File: config.mk
export PLATFORM = sky130hd
export DESIGN_NAME = add_icb_driver_flat
export DESIGN_NICKNAME = d
export VERILOG_FILES = /design/src/rtl/add_icb_driver_if.sv /design/src/rtl/add_icb_driver.sv /design/src/flat_wrapper.sv
export SDC_FILE = /design/constraint.sdc
export NUM_CORES = 1
export LEC_CHECK = 0
export ABC_AREA = 1
export CORE_MARGIN = 4
export CORE_UTILIZATION = 25
export DETAILED_ROUTE_END_ITERATION = 8
export HOLD_SLACK_MARGIN = 0.12
export PLACE_DENSITY = 0.54
export SLEW_MARGIN = 40
export SYNTH_ARGS = -nofsm -noshare
export SYNTH_HDL_FRONTEND = slang
export SYNTH_SLANG_ARGS = --single-unit
File: constraint.sdc
create_clock -name clk -period 5.5 [get_ports clk]
set_input_delay 0.825 -clock clk [delete_from_list [all_inputs] [get_ports clk]]
set_output_delay 0.825 -clock clk [all_outputs]
set_load 0.005 [all_outputs]
File: src/rtl/add_icb_driver_if.sv
// Bundle between add_icb_driver and its environment: operand request, result and ICB master link.
// The master modport is the driver's view; the slave modport is the requester/adder side.
interface add_icb_driver_if;
  logic        req_valid;
  logic        req_ready;
  logic [31:0] req_a;
  logic [31:0] req_b;
  logic        res_valid;
  logic        res_ready;
  logic [31:0] res_sum;
  logic        res_ovf;
  logic        res_err;
  logic        busy;
  logic        icb_cmd_valid;
  logic        icb_cmd_ready;
  logic        icb_cmd_read;
  logic [31:0] icb_cmd_addr;
  logic [31:0] icb_cmd_wdata;
  logic [3:0]  icb_cmd_wmask;
  logic        icb_rsp_valid;
  logic        icb_rsp_ready;
  logic [31:0] icb_rsp_rdata;
  logic        icb_rsp_err;

  modport master (
    input  req_valid, req_a, req_b, res_ready,
    input  icb_cmd_ready, icb_rsp_valid, icb_rsp_rdata, icb_rsp_err,
    output req_ready, res_valid, res_sum, res_ovf, res_err, busy,
    output icb_cmd_valid, icb_cmd_read, icb_cmd_addr, icb_cmd_wdata, icb_cmd_wmask, icb_rsp_ready
  );

  modport slave (
    output req_valid, req_a, req_b, res_ready,
    output icb_cmd_ready, icb_rsp_valid, icb_rsp_rdata, icb_rsp_err,
    input  req_ready, res_valid, res_sum, res_ovf, res_err, busy,
    input  icb_cmd_valid, icb_cmd_read, icb_cmd_addr, icb_cmd_wdata, icb_cmd_wmask, icb_rsp_ready
  );
endinterface

File: src/rtl/add_icb_driver.sv
// ICB sequencer for the adder: write operands, enable, settle, read SUM/OFSIGN, disable; 13+SETTLE_CYC cycles zero-wait,
// stalls on cmd_ready/rsp_valid/res_ready, one op in flight. ADD_ICB_DRIVER_CLEAR_EN adds a leading clear write.
module add_icb_driver #(
  parameter logic [31:0] BASE_ADDR  = 32'h1004_2000,
  parameter int unsigned SETTLE_CYC = 2
) (
  input logic              clk,
  input logic              rst,
  add_icb_driver_if.master bus
);

  localparam logic [31:0] OFF_AUGEND = 32'h00;
  localparam logic [31:0] OFF_ADDEND = 32'h04;
  localparam logic [31:0] OFF_CTRL   = 32'h08;
  localparam logic [31:0] OFF_SUM    = 32'h0C;
  localparam logic [31:0] OFF_OFSIGN = 32'h10;
  localparam logic [7:0]  SETTLE     = 8'(SETTLE_CYC);

  typedef enum logic [3:0] {
    IDLE,
`ifdef ADD_ICB_DRIVER_CLEAR_EN
    CLR,
`endif
    WR_A,
    WR_B,
    WR_EN,
    WAIT,
    RD_SUM,
    RD_OF,
    WR_DIS,
    RES
  } state_t;

  typedef struct packed {
    logic        read;
    logic [31:0] addr;
    logic [31:0] wdata;
    logic [3:0]  wmask;
  } cmd_t;

  function automatic state_t next_of(state_t s);
    case (s)
`ifdef ADD_ICB_DRIVER_CLEAR_EN
      IDLE:   next_of = CLR;
      CLR:    next_of = WR_A;
`else
      IDLE:   next_of = WR_A;
`endif
      WR_A:   next_of = WR_B;
      WR_B:   next_of = WR_EN;
      WR_EN:  next_of = (SETTLE == 8'd0) ? RD_SUM : WAIT;
      WAIT:   next_of = RD_SUM;
      RD_SUM: next_of = RD_OF;
      RD_OF:  next_of = WR_DIS;
      WR_DIS: next_of = RES;
      default: next_of = IDLE;
    endcase
  endfunction

  function automatic cmd_t cmd_of(state_t s, logic [31:0] a, logic [31:0] b);
    cmd_of = '0;
    case (s)
`ifdef ADD_ICB_DRIVER_CLEAR_EN
      CLR:    cmd_of = {1'b0, BASE_ADDR + OFF_CTRL,   32'h2, 4'hF};
`endif
      WR_A:   cmd_of = {1'b0, BASE_ADDR + OFF_AUGEND, a,     4'hF};
      WR_B:   cmd_of = {1'b0, BASE_ADDR + OFF_ADDEND, b,     4'hF};
      WR_EN:  cmd_of = {1'b0, BASE_ADDR + OFF_CTRL,   32'h1, 4'hF};
      RD_SUM: cmd_of = {1'b1, BASE_ADDR + OFF_SUM,    32'h0, 4'h0};
      RD_OF:  cmd_of = {1'b1, BASE_ADDR + OFF_OFSIGN, 32'h0, 4'h0};
      WR_DIS: cmd_of = {1'b0, BASE_ADDR + OFF_CTRL,   32'h0, 4'hF};
      default: cmd_of = '0;
    endcase
  endfunction

  state_t      state;
  state_t      nxt;
  cmd_t        nxt_cmd;
  cmd_t        cmd_q;
  logic        phase;
  logic        cmd_valid_q;
  logic        rsp_ready_q;
  logic        res_valid_q;
  logic [31:0] a_q;
  logic [31:0] b_q;
  logic [31:0] sum_q;
  logic        ovf_q;
  logic        err_q;
  logic [7:0]  cnt;

  // Out of IDLE the operands are not latched yet, so the first write takes them straight from the request.
  assign nxt     = next_of(state);
  assign nxt_cmd = cmd_of(nxt, (state == IDLE) ? bus.req_a : a_q,
                               (state == IDLE) ? bus.req_b : b_q);

  always_ff @(posedge clk or posedge rst) begin
    if (rst) begin
      state       <= IDLE;
      phase       <= 1'b0;
      cmd_q       <= '0;
      cmd_valid_q <= 1'b0;
      rsp_ready_q <= 1'b0;
      res_valid_q <= 1'b0;
      a_q         <= '0;
      b_q         <= '0;
      sum_q       <= '0;
      ovf_q       <= 1'b0;
      err_q       <= 1'b0;
      cnt         <= '0;
    end else begin
      case (state)
        IDLE: begin
          if (bus.req_valid) begin
            a_q         <= bus.req_a;
            b_q         <= bus.req_b;
            err_q       <= 1'b0;
            state       <= nxt;
            cmd_q       <= nxt_cmd;
            cmd_valid_q <= 1'b1;
          end
        end
        WAIT: begin
          if (cnt == 8'd0) begin
            state       <= nxt;
            cmd_q       <= nxt_cmd;
            cmd_valid_q <= 1'b1;
          end else begin
            cnt <= cnt - 8'd1;
          end
        end
        RES: begin
          if (bus.res_ready) begin
            state       <= IDLE;
            res_valid_q <= 1'b0;
          end
        end
        default: begin
          // Bus state: CMD phase until accepted, then RSP phase until the response arrives.
          if (!phase) begin
            if (bus.icb_cmd_ready) begin
              cmd_valid_q <= 1'b0;
              rsp_ready_q <= 1'b1;
              phase       <= 1'b1;
            end
          end else if (bus.icb_rsp_valid) begin
            rsp_ready_q <= 1'b0;
            phase       <= 1'b0;
            err_q       <= err_q | bus.icb_rsp_err;
            if (state == RD_SUM) sum_q <= bus.icb_rsp_rdata;
            if (state == RD_OF)  ovf_q <= bus.icb_rsp_rdata[0];
            state <= nxt;
            if (nxt == WAIT) begin
              cnt <= SETTLE - 8'd1;
            end else if (nxt == RES) begin
              res_valid_q <= 1'b1;
            end else begin
              cmd_q       <= nxt_cmd;
              cmd_valid_q <= 1'b1;
            end
          end
        end
      endcase
    end
  end

  assign bus.req_ready     = (state == IDLE) & ~rst;
  assign bus.busy          = (state != IDLE);
  assign bus.res_valid     = res_valid_q;
  assign bus.res_sum       = sum_q;
  assign bus.res_ovf       = ovf_q;
  assign bus.res_err       = err_q;
  assign bus.icb_cmd_valid = cmd_valid_q;
  assign bus.icb_cmd_read  = cmd_q.read;
  assign bus.icb_cmd_addr  = cmd_q.addr;
  assign bus.icb_cmd_wdata = cmd_q.wdata;
  assign bus.icb_cmd_wmask = cmd_q.wmask;
  assign bus.icb_rsp_ready = rsp_ready_q;

endmodule
File: src/flat_wrapper.sv
// flat-port wrapper written by rule: the top's interface ports become plain ports
module add_icb_driver_flat 
#(
  parameter logic [31:0] BASE_ADDR  = 32'h1004_2000,
  parameter int unsigned SETTLE_CYC = 2
)
  (clk, rst, bus_req_valid, bus_req_a, bus_req_b, bus_res_ready, bus_icb_cmd_ready, bus_icb_rsp_valid, bus_icb_rsp_rdata, bus_icb_rsp_err, bus_req_ready, bus_res_valid, bus_res_sum, bus_res_ovf, bus_res_err, bus_busy, bus_icb_cmd_valid, bus_icb_cmd_read, bus_icb_cmd_addr, bus_icb_cmd_wdata, bus_icb_cmd_wmask, bus_icb_rsp_ready);
  add_icb_driver_if bus_i ();
  input logic clk;
  input logic rst;
  input wire logic [$bits(bus_i.req_valid)-1:0] bus_req_valid;
  input wire logic [$bits(bus_i.req_a)-1:0] bus_req_a;
  input wire logic [$bits(bus_i.req_b)-1:0] bus_req_b;
  input wire logic [$bits(bus_i.res_ready)-1:0] bus_res_ready;
  input wire logic [$bits(bus_i.icb_cmd_ready)-1:0] bus_icb_cmd_ready;
  input wire logic [$bits(bus_i.icb_rsp_valid)-1:0] bus_icb_rsp_valid;
  input wire logic [$bits(bus_i.icb_rsp_rdata)-1:0] bus_icb_rsp_rdata;
  input wire logic [$bits(bus_i.icb_rsp_err)-1:0] bus_icb_rsp_err;
  output wire logic [$bits(bus_i.req_ready)-1:0] bus_req_ready;
  output wire logic [$bits(bus_i.res_valid)-1:0] bus_res_valid;
  output wire logic [$bits(bus_i.res_sum)-1:0] bus_res_sum;
  output wire logic [$bits(bus_i.res_ovf)-1:0] bus_res_ovf;
  output wire logic [$bits(bus_i.res_err)-1:0] bus_res_err;
  output wire logic [$bits(bus_i.busy)-1:0] bus_busy;
  output wire logic [$bits(bus_i.icb_cmd_valid)-1:0] bus_icb_cmd_valid;
  output wire logic [$bits(bus_i.icb_cmd_read)-1:0] bus_icb_cmd_read;
  output wire logic [$bits(bus_i.icb_cmd_addr)-1:0] bus_icb_cmd_addr;
  output wire logic [$bits(bus_i.icb_cmd_wdata)-1:0] bus_icb_cmd_wdata;
  output wire logic [$bits(bus_i.icb_cmd_wmask)-1:0] bus_icb_cmd_wmask;
  output wire logic [$bits(bus_i.icb_rsp_ready)-1:0] bus_icb_rsp_ready;
  assign bus_i.req_valid = bus_req_valid;
  assign bus_i.req_a = bus_req_a;
  assign bus_i.req_b = bus_req_b;
  assign bus_i.res_ready = bus_res_ready;
  assign bus_i.icb_cmd_ready = bus_icb_cmd_ready;
  assign bus_i.icb_rsp_valid = bus_icb_rsp_valid;
  assign bus_i.icb_rsp_rdata = bus_icb_rsp_rdata;
  assign bus_i.icb_rsp_err = bus_icb_rsp_err;
  assign bus_req_ready = bus_i.req_ready;
  assign bus_res_valid = bus_i.res_valid;
  assign bus_res_sum = bus_i.res_sum;
  assign bus_res_ovf = bus_i.res_ovf;
  assign bus_res_err = bus_i.res_err;
  assign bus_busy = bus_i.busy;
  assign bus_icb_cmd_valid = bus_i.icb_cmd_valid;
  assign bus_icb_cmd_read = bus_i.icb_cmd_read;
  assign bus_icb_cmd_addr = bus_i.icb_cmd_addr;
  assign bus_icb_cmd_wdata = bus_i.icb_cmd_wdata;
  assign bus_icb_cmd_wmask = bus_i.icb_cmd_wmask;
  assign bus_icb_rsp_ready = bus_i.icb_rsp_ready;
  add_icb_driver #(.BASE_ADDR(BASE_ADDR), .SETTLE_CYC(SETTLE_CYC)) u_core (.clk(clk), .rst(rst), .bus(bus_i));
endmodule
==> results by group, run 1 <==
Run status
  • Status: finished clean

Critical path
  • Critical setup path kind: reg2out
  • CP required: 4.68 ns
  • Worst reg2reg setup slack: 2.38 ns
  • CP endpoint: bus_busy
  • Crit end category: output port
  • Critical path origin: u_core.state[0]
  • Reg2Reg Launch Point: u_core.state[0]
  • Crit-path max FO: 90
  • Worst R2R Path Depth: 12
  • Worst Setup Start Kind: flop
  • Capturing point of the worst reg2reg path: u_core.bus.icb_cmd_wdata[19]
  • CP Data Arrival Time: 2.77 ns

Clock tree
  • CTS HTree Levels: 4
  • CTS sink cnt: 152
  • CTS tree: yes
  • Cts bufs inserted: 17
  • CTS max path bufs: 2
  • Reg clk slew, reported paths: 0.07 ns
  • Post-CTS Setup Inserts: 0
  • Post-CTS Resized: 0
  • Clk_lat worst skew: 0.43 ns
  • Root Driver: clkbuf_16
  • # hold bufs at CTS: 0

Finish
  • Layout filler cell count: 3239
  • Commonest non-fill, non-tap cell in the layout: nand2_1
  • Final Util: 34.3%
  • Layout area overhead: 35.4%
  • Post-route cell area: 10500 µm²
  • Layout Nets: 1311
  • Commonest cells after routing, fill and taps aside: 419 x nand2_1, 184 x clkdlybuf4s50_1, 152 x dfrtp_1, 137 x o21ai_0, 108 x inv_1
  • Non-filler cells, final: 1611
  • Share of cells above drive strength 1: 4.94%

Synth
  • Register area share after synthesis: 49.1%
  • Mapped Cells: 1047
  • Mean Syn Cell Area: 7.39 µm²
  • Mapped Area: 7740 µm²
  • Syn. warnings: 0
  • FF+latch count, synth: 152
  • Synth cell types: 26

STA
  • Period utilisation layout: 65.3%
  • Hold WS: 0.469 ns
  • Setup-failing EPs final: 0
  • Final Hold Viols: 0
  • Fmax achieved: 278 MHz
  • Final count of pins violating max slew: 0
  • Post-layout min period: 3.59 ns
  • Layout Skew: 0.0145 ns
  • Fin Setup TNS: 0 ns
  • Worst slew pin tran: 0.698 ns
  • Worst slew margin: 53.4%
  • RSZ-0062 raised after global routing: no

Detailed routing
  • Routed len/inst: 14.2 µm
  • Via/cell ratio: 4.23
  • DRT Pass-1 Iters: 5
  • # DRC: 0
  • Final WL: 22900 µm
  • Vias: 6817
  • Drt initial violations: 508
  • Antenna-violating nets left: 0

Floorplan
  • Die Wd: 184 µm
  • Die Area: 33800 µm²
  • Die Ht: 184 µm
  • Initial Util: 25.3%
  • Core area: 30600 µm²
  • # IOs: 211
  • Std-Cell Rows: 64

Global route
  • Initial antenna violation count: 1
  • Routing usage on met1: 19.9%
  • Vias in the first global route: 6319
  • First-pass GRT wire length: 35900 µm
  • GR Overflow Total: 0
  • Gr usage total: 13.5%
  • Grt met3 use: 2.73%
  • M2 GR Usage: 19.7%
  • GR peak layer: met1
  • Largest net degree at the start of global routing: 91

Placed design
  • Routability cong.: 0.793
  • # port buffers: 184
  • Post-DP Area: 9840 µm²
  • Post-Place Cells: 1578
  • Post-DP HPWL: 16900 µm

Job
  • MaxCap Viol Count: 0

Pwr
  • P per Cell Area: 563 nW/µm²
  • P_leak: 5.35 nW
  • VDD IR max: 0.000286 V

Worst hold path
  • Hold crit path type: reg2reg
-- synth_stat cells --
master,instances,area share [%]
nand3b_1,1,0.097
inv_1,110,5.3
nor2_4,1,0.15
a21oi_1,3,0.19
nand2_1,420,20
ha_1,7,1.1
nand3_1,87,5.6
o21ai_0,137,8.9
nand2_2,1,0.081
buf_4,35,3.4
or2_2,1,0.081
o21ai_2,1,0.11
nand4_1,4,0.32
a31oi_1,1,0.081
clkbuf_1,26,1.3
buf_2,24,1.6
buf_6,1,0.15
a22oi_1,1,0.097
nor2_2,3,0.24
nor2_1,23,1.1
nor3_1,1,0.065
dfrtp_1,152,49
xor2_1,3,0.34
conb_1,1,0.048
inv_2,2,0.097
o21ai_1,1,0.065
-- area by class of cell --
| type | instances | area, µm² | share of cell area, % |
|---|---|---|---|
| sequential | 152 | 3800 | 36.3 |
| clock inverter | 12 | 161 | 1.54 |
| clock buffer | 20 | 467 | 4.45 |
| antenna | 1 | 2.50 | 0.0239 |
| tap | 396 | 495 | 4.73 |
| inverter | 112 | 428 | 4.08 |
| timing repair buffer | 196 | 1970 | 18.8 |
| multi-input combinational | 722 | 3160 | 30.1 |
-- sequential cells by signal (all words and copies together), names as in the netlist, 4 cells and up --
name                      cells
u_core.a_q                   32
u_core.b_q                   32
u_core.bus.icb_cmd_wdata     32
u_core.bus.res_sum           32
u_core.cnt                    8
u_core.bus.icb_cmd_addr       4
u_core.state                  4
-- layer usage --
metal | vias up | share of wire [%]
li1 | 3508 | -
met1 | 3090 | 49
met2 | 193 | 45
met3 | 26 | 4.5
met4 | 0 | 2.1
met5 | - | 0
-- power breakdown --
group	internal (mW)	total [mW]	switching, mW
clock	0.757	1.25	0.495
combinational	1.10	2.78	1.68
sequential	1.58	1.87	0.285
-- stage by stage --
| stage | total power [mW] | worst slack [ns] |
|---|---|---|
| 6_report | 5.90 | 1.91 |
| 5_1_grt | 6.43 | 1.70 |
| 4_1_cts | 5.97 | 1.67 |
| 3_5_place_dp | 4.69 | 2.06 |
| 3_3_place_gp | 4.56 | 1.71 |
| 2_1_floorplan | 3.63 | 0.582 |
-- cell families (layout without fill, tap and decap cells) --
family          count (synthesis)  count (layout)  synth area share [%]
compound gates                144             144                  9.41
xor+xnor                        3               3                 0.340
fa+ha+maj                       7               7                  1.13
buf+inv                       198             340                  11.8
flops                         152             152                  49.1
other cells                     1              27                0.0485
simple gates                  542             542                  28.1
-- critical path: stages (launching register included) --
cell and delay (ns):
dfrtp_1 0.43, inv_1 0.13, ha_1 0.33, nand2_4 0.29, buf_6 0.53, clkdlybuf4s50_1 0.61
-- how the worst min path moves through the flow --
stage	start	to	slack (ns)	cells after the start
after floorplan	u_core.cnt[6]	u_core.cnt[6]	0.44	2
after global routing	u_core.a_q[26]	u_core.a_q[26]	0.50	2
final	u_core.b_q[26]	u_core.b_q[26]	0.47	2
after global placement	u_core.b_q[31]	u_core.b_q[31]	0.45	2
after CTS	u_core.b_q[26]	u_core.b_q[26]	0.48	2
after detailed placement	u_core.a_q[29]	u_core.a_q[29]	0.46	2
No activity file was read; power rests on OpenSTA's default activity.
==> inputs of run 2 (changes only) <==
==> constraint.sdc (replaced) <==
create_clock -name clk -period 3.37 [get_ports clk]
set_input_delay 0.5055 -clock clk [delete_from_list [all_inputs] [get_ports clk]]
set_output_delay 0.5055 -clock clk [all_outputs]
set_load 0.005 [all_outputs]
==> results by group, run 2 (synthesis results as in run 1) <==
Finish
  • Non-filler cells, final: 1612 (+0.062%)
  • Post-route cell area: 10400 µm² (-0.63%)
  • Layout Nets: 1313 (+0.15%)
  • ANT cells: 0 (-1)
  • Share of cells above drive strength 1: 4.93% (-0.0081 points)
  • Commonest non-fill, non-tap cell in the layout: nand2_1
  • Commonest cells after routing, fill and taps aside: 420 x nand2_1, 184 x clkdlybuf4s50_1, 152 x dfrtp_1, 137 x o21ai_0, 108 x inv_1
  • Layout area overhead: 34.5%
  • Final Util: 34.0% (-0.22 points)
  • Layout filler cell count: 3267 (+0.86%)

STA
  • Worst slew margin: 60.4% (+7.0 points)
  • Setup-failing EPs final: 0 (unchanged)
  • RSZ-0062 raised after global routing: no
  • Hold WS: 0.468 ns (-0.00127 ns)
  • Final Hold Viols: 0 (unchanged)
  • Post-layout min period: 2.94 ns
  • Fin Setup TNS: 0 ns (unchanged)
  • Layout Skew: 0.00995 ns (-0.00459 ns)
  • Fmax achieved: 340 MHz
  • Period utilisation layout: 87.2%
  • Worst slew pin tran: 0.593 ns (-0.105 ns)
  • Final count of pins violating max slew: 0 (unchanged)
  • Final setup margin: 0.431 ns (-1.48 ns)

Clock tree
  • # hold bufs at CTS: 0 (unchanged)
  • CTS sink cnt: 152 (unchanged)
  • Clk_lat worst skew: 0.43 ns (about the same)
  • Reg clk slew, reported paths: 0.07 ns (about the same)
  • CTS HTree Levels: 4 (unchanged)
  • CTS tree: yes
  • Post-CTS Setup Inserts: 0 (unchanged)
  • Post-CTS Resized: 0 (unchanged)
  • Cts bufs inserted: 17 (unchanged)
  • Root Driver: clkbuf_16
  • CTS max path bufs: 2 (unchanged)

Pwr
  • P_leak: 5.31 nW (-0.74%)
  • Pwr Total: 9.37 mW (+59%)
  • VDD IR max: 0.000744 V (+160%)
  • P per Cell Area: 900 nW/µm² (+60%)

Global route
  • Initial antenna violation count: 0 (-1)
  • GR Overflow Total: 0 (unchanged)
  • Largest net degree at the start of global routing: 114 (+25%)
  • Gr usage total: 13.6% (+0.10 points)
  • Vias in the first global route: 6557 (+3.8%)
  • First-pass GRT wire length: 36600 µm (+1.9%)

Critical path
  • Worst Setup Start Kind: flop
  • Capturing point of the worst reg2reg path: u_core.a_q[5]
  • Crit-path max FO: 42 (-53%)
  • Critical setup path kind: reg2out
  • CP Data Arrival Time: 2.43 ns (-0.34 ns)
  • Worst reg2reg setup slack: 0.83 ns (-1.55 ns)
  • Reg2Reg Launch Point: u_core.state[0]
  • CP required: 2.86 ns (-1.82 ns)
  • Worst R2R Path Depth: 8 (-4)
  • Crit end category: output port

Worst hold path
  • HP Start: u_core.bus.icb_cmd_wdata[2]
  • Hold Path Depth: 2 (unchanged)
  • Hold crit path type: reg2reg
  • Hold Path End: u_core.bus.icb_cmd_wdata[2]

Placed design
  • Post-DP Area: 9860 µm² (+0.15%)
  • Post-Place Cells: 1580 (+0.13%)
  • # port buffers: 184 (unchanged)
  • Worst slack, placed: 0.866 ns (-1.20 ns)
  • Post-DP HPWL: 16300 µm (-3.1%)
  • Routability cong.: 0.795 (+0.28%)

Floorplan
  • # IOs: 211 (unchanged)
  • Initial Util: 25.3% (unchanged)
  • Core area: 30600 µm² (unchanged)
  • Std-Cell Rows: 64 (unchanged)
  • Die Area: 33800 µm² (unchanged)
  • Die Ht: 184 µm (unchanged)
  • Die Wd: 184 µm (unchanged)

Detailed routing
  • DRT Pass-1 Iters: 5 (unchanged)
  • Via/cell ratio: 4.22 (-0.18%)
  • Drt initial violations: 469 (-7.7%)
  • Vias: 6809 (-0.12%)
  • Routed len/inst: 14.3 µm (+0.95%)
  • # DRC: 0 (unchanged)
  • Final WL: 23100 µm (+1.0%)
  • Antenna-violating nets left: 0 (unchanged)

Run status
  • Status: finished clean

Job
  • MaxCap Viol Count: 0 (unchanged)
==> run 2: layout make-up <==
class	instances	area, µm²	share of cell area [%]
clock buffers	17	425	4.09
clock inverters	15	130	1.25
inverters	112	424	4.07
multi-input cells	722	3140	30.2
flip-flops and latches	152	3800	36.5
well taps	396	495	4.76
repair buffers	198	1990	19.1
==> run 2: how the worst max path moves through the flow <==
stage / startpoint / endpoint / slack (ns) / cells past startpoint
2_1_floorplan: rst / u_core.a_q[0] / 0.95 / 1
3_3_place_gp: u_core.state[0] / bus_req_ready / 0.94 / 5
3_5_place_dp: u_core.state[0] / u_core.b_q[16] / 0.87 / 8
4_1_cts: u_core.state[0] / bus_req_ready / 0.40 / 5
5_1_grt: u_core.state[0] / bus_req_ready / 0.27 / 5
6_report: u_core.state[0] / bus_req_ready / 0.43 / 5
==> run 2: layer usage <==
metal,vias to the layer above,global-route usage (%),routed length [µm]
li1,3505,-,-
met1,3118,19.6,11200
met2,163,20.9,10600
met3,23,1.94,867
met4,0,4.41,410
met5,-,0,0
==> run 2: power breakdown <==
group,internal (mW),switching [mW]
Sequential,2.58,0.445
Combinational,1.73,2.77
Clock,0.972,0.875
==> run 2: worst max-delay path, stage by stage (launching register included) <==
cell and delay (ns):
dfrtp_1 0.45, inv_1 0.16, ha_1 0.36, nand2_4 0.33
nor2_1 0.19, clkdlybuf4s50_1 0.52
==> inputs of run 3 (changes only) <==
--- a/config.mk
+++ b/config.mk
@@ -6,7 +6,7 @@
 export NUM_CORES = 1
 export LEC_CHECK = 0
 export ABC_AREA = 1
-export CORE_MARGIN = 4
+export CAP_MARGIN = 20
 export CORE_UTILIZATION = 25
 export DETAILED_ROUTE_END_ITERATION = 8
 export HOLD_SLACK_MARGIN = 0.12
==> results by group, run 3 (synthesis results as in run 1) <==
Run status
  • Status: finished clean

Finish
  • Commonest non-fill, non-tap cell in the layout: nand2_1
  • Seq. cell area: 3800 µm² (unchanged)
  • Commonest cells after routing, fill and taps aside: 420 x nand2_1, 184 x clkdlybuf4s50_1, 152 x dfrtp_1, 137 x o21ai_0, 108 x inv_1
  • Area of the multi-input gates: 3150 µm² (+0.16%)
  • ANT cells: 0 (unchanged)
  • Layout area overhead: 35.0%
  • Layout filler cell count: 3217 (-1.5%)
  • Share of cells above drive strength 1: 4.93% (unchanged)
  • Post-route cell area: 10400 µm² (+0.32%)
  • Layout Nets: 1315 (+0.15%)
  • Final Util: 34.2% (+0.20 points)
  • Non-filler cells, final: 1612 (unchanged)

STA
  • RSZ-0062 raised after global routing: no
  • Final Hold Viols: 0 (unchanged)
  • Worst slew margin: 55.5% (-4.9 points)
  • Period utilisation layout: 87.6% (+0.40 points)
  • Setup-failing EPs final: 0 (unchanged)
  • Worst slew pin tran: 0.667 ns (+0.0739 ns)
  • Post-layout min period: 2.95 ns (+0.0136 ns)
  • Fmax achieved: 339 MHz (-0.46%)
  • Fin Setup TNS: 0 ns (unchanged)
  • Layout Skew: 0.0111 ns (+0.00115 ns)
  • Hold WS: 0.385 ns (-0.0836 ns)
  • Final count of pins violating max slew: 0 (unchanged)

Detailed routing
  • Drt initial violations: 437 (-6.8%)
  • DRT met1 WL: 11100 µm (-1.3%)
  • Via/cell ratio: 4.27 (+1.0%)
  • Top layer in use: met4
  • Total length of routed met2 wires: 10300 µm (-2.7%)
  • # DRC: 0 (unchanged)
  • Antenna-violating nets left: 0 (unchanged)
  • Vias: 6878 (+1.0%)
  • Final WL: 22600 µm (-2.1%)
  • Met3 wire length: 809 µm (-6.7%)
  • DRT Pass-1 Iters: 5 (unchanged)
  • Routed len/inst: 14.0 µm (-2.1%)

Clock tree
  • Cts bufs inserted: 17 (unchanged)
  • CTS tree: yes
  • CTS HTree Levels: 4 (unchanged)
  • Post-CTS Setup Inserts: 0 (unchanged)
  • CTS max path bufs: 2 (unchanged)
  • CTS sink cnt: 152 (unchanged)
  • Post-CTS Resized: 0 (unchanged)
  • Reg clk slew, reported paths: 0.07 ns (about the same)
  • Clk_lat worst skew: 0.43 ns (about the same)
  • Root Driver: clkbuf_16
  • # hold bufs at CTS: 0 (unchanged)

Global route
  • Vias in the first global route: 6560 (+0.046%)
  • Gr usage total: 15.0% (+1.4 points)
  • Initial antenna violation count: 0 (unchanged)
  • GR Overflow Total: 0 (unchanged)
  • Largest net degree at the start of global routing: 81 (-29%)
  • First-pass GRT wire length: 36300 µm (-0.77%)

Critical path
  • Reg2Reg Launch Point: u_core.state[0]
  • Worst reg2reg setup slack: 0.78 ns (-0.05 ns)
  • Capturing point of the worst reg2reg path: u_core.bus.icb_cmd_wdata[19]
  • Worst R2R Path Depth: 10 (+2)
  • CP Data Arrival Time: 2.45 ns (+0.02 ns)
  • Critical path origin: u_core.state[0]
  • Crit end category: output port
  • Critical setup path kind: reg2out
  • CP required: 2.86 ns (about the same)
  • Worst Setup Start Kind: flop
  • Crit-path max FO: 43 (+2.4%)

Placed design
  • Post-DP Area: 9870 µm² (+0.13%)
  • Post-DP HPWL: 16100 µm (-1.3%)
  • Post-Place Cells: 1582 (+0.13%)
  • Routability cong.: 0.789 (-0.84%)
  • # port buffers: 184 (unchanged)

Pwr
  • Switching part of the total: 42.5% (-1.2 points)
  • P_sw: 4.04 mW (-1.3%)
  • P_leak: 5.33 nW (+0.41%)
  • Cell Int Power: 5.47 mW (+3.6%)
  • P per Cell Area: 910 nW/µm² (+1.1%)
  • VDD IR max: 0.000535 V (-28%)
  • Logic pwr share: 48.0% (about the same)
  • Part of the power in registers: 31.9% (-0.4 points)
  • Clock share of power: 20.0% (+0.3 points)

Floorplan
  • Die Area: 31700 µm² (-6.4%)
  • Die Ht: 178 µm (-3.3%)
  • Die Wd: 178 µm (-3.3%)
  • Std-Cell Rows: 64 (unchanged)
  • Initial Util: 25.4% (+0.066 points)
  • # IOs: 211 (unchanged)
  • Core area: 30500 µm² (-0.26%)

Job
  • MaxCap Viol Count: 0 (unchanged)

Worst hold path
  • Hold crit path type: in2async
-- run 3: cell count changes in the layout (fill, tap and decap cells not counted), moves of 2 or more --
cell	delta
buf_4	+2
bufinv_16	+2
clkbuf_8	+2
clkinv_2	+2
inv_6	-5
inv_8	-3
-- run 3: metal layers --
layer  vias to the layer above  global-route usage [%]
li1                       3511                       -
met1                      3176                    21.0
met2                       164                    23.1
met3                        27                    2.38
met4                         0                    5.34
met5                         -                       0
-- run 3: per-stage QoR --
stage / power (mW) / setup WS [ns]
6_report: 9.51 / 0.418
3_5_place_dp: 7.67 / 0.784
5_1_grt: 10.4 / 0.259
2_1_floorplan: 5.92 / 0.948
4_1_cts: 9.62 / 0.399
3_3_place_gp: 7.59 / 0.829
-- run 3: area by class of cell --
type,instances,area share (%)
Timing Repair Buffer,200,19.1
Tap cell,396,4.74
Clock buffer,19,4.34
Inverter,112,4.06
Clock inverter,11,1.19
Sequential cell,152,36.4
Multi-Input combinational cell,722,30.1
-- run 3: power by group through the flow --
stage | sequential [mW] | clock (mW) | combinational (mW)
5_1_grt | 3.13 | 2.04 | 5.22
2_1_floorplan | 2.98 | 0 | 2.94
4_1_cts | 3.03 | 1.95 | 4.63
6_report | 3.03 | 1.90 | 4.57
3_3_place_gp | 3.04 | 0 | 4.55
3_5_place_dp | 3.05 | 0 | 4.61
-- run 3: worst max-delay path by stage --
| stage | endpoint | slack (ns) | cells past startpoint |
|---|---|---|---|
| floorplan | u_core.a_q[0] | 0.95 | 1 |
| global placement | u_core.bus.icb_cmd_wdata[6] | 0.83 | 10 |
| detailed placement | u_core.bus.icb_cmd_wdata[19] | 0.78 | 10 |
| CTS | bus_req_ready | 0.40 | 5 |
| global route | bus_req_ready | 0.26 | 5 |
| finish | bus_req_ready | 0.42 | 5 |
-- run 3: worst max-delay path, cell delays in order (launching register included) --
cell             delay, ns
dfrtp_1               0.44
inv_1                 0.18
ha_1                  0.37
nand2_4               0.34
nor2_1                0.17
clkdlybuf4s50_1       0.52
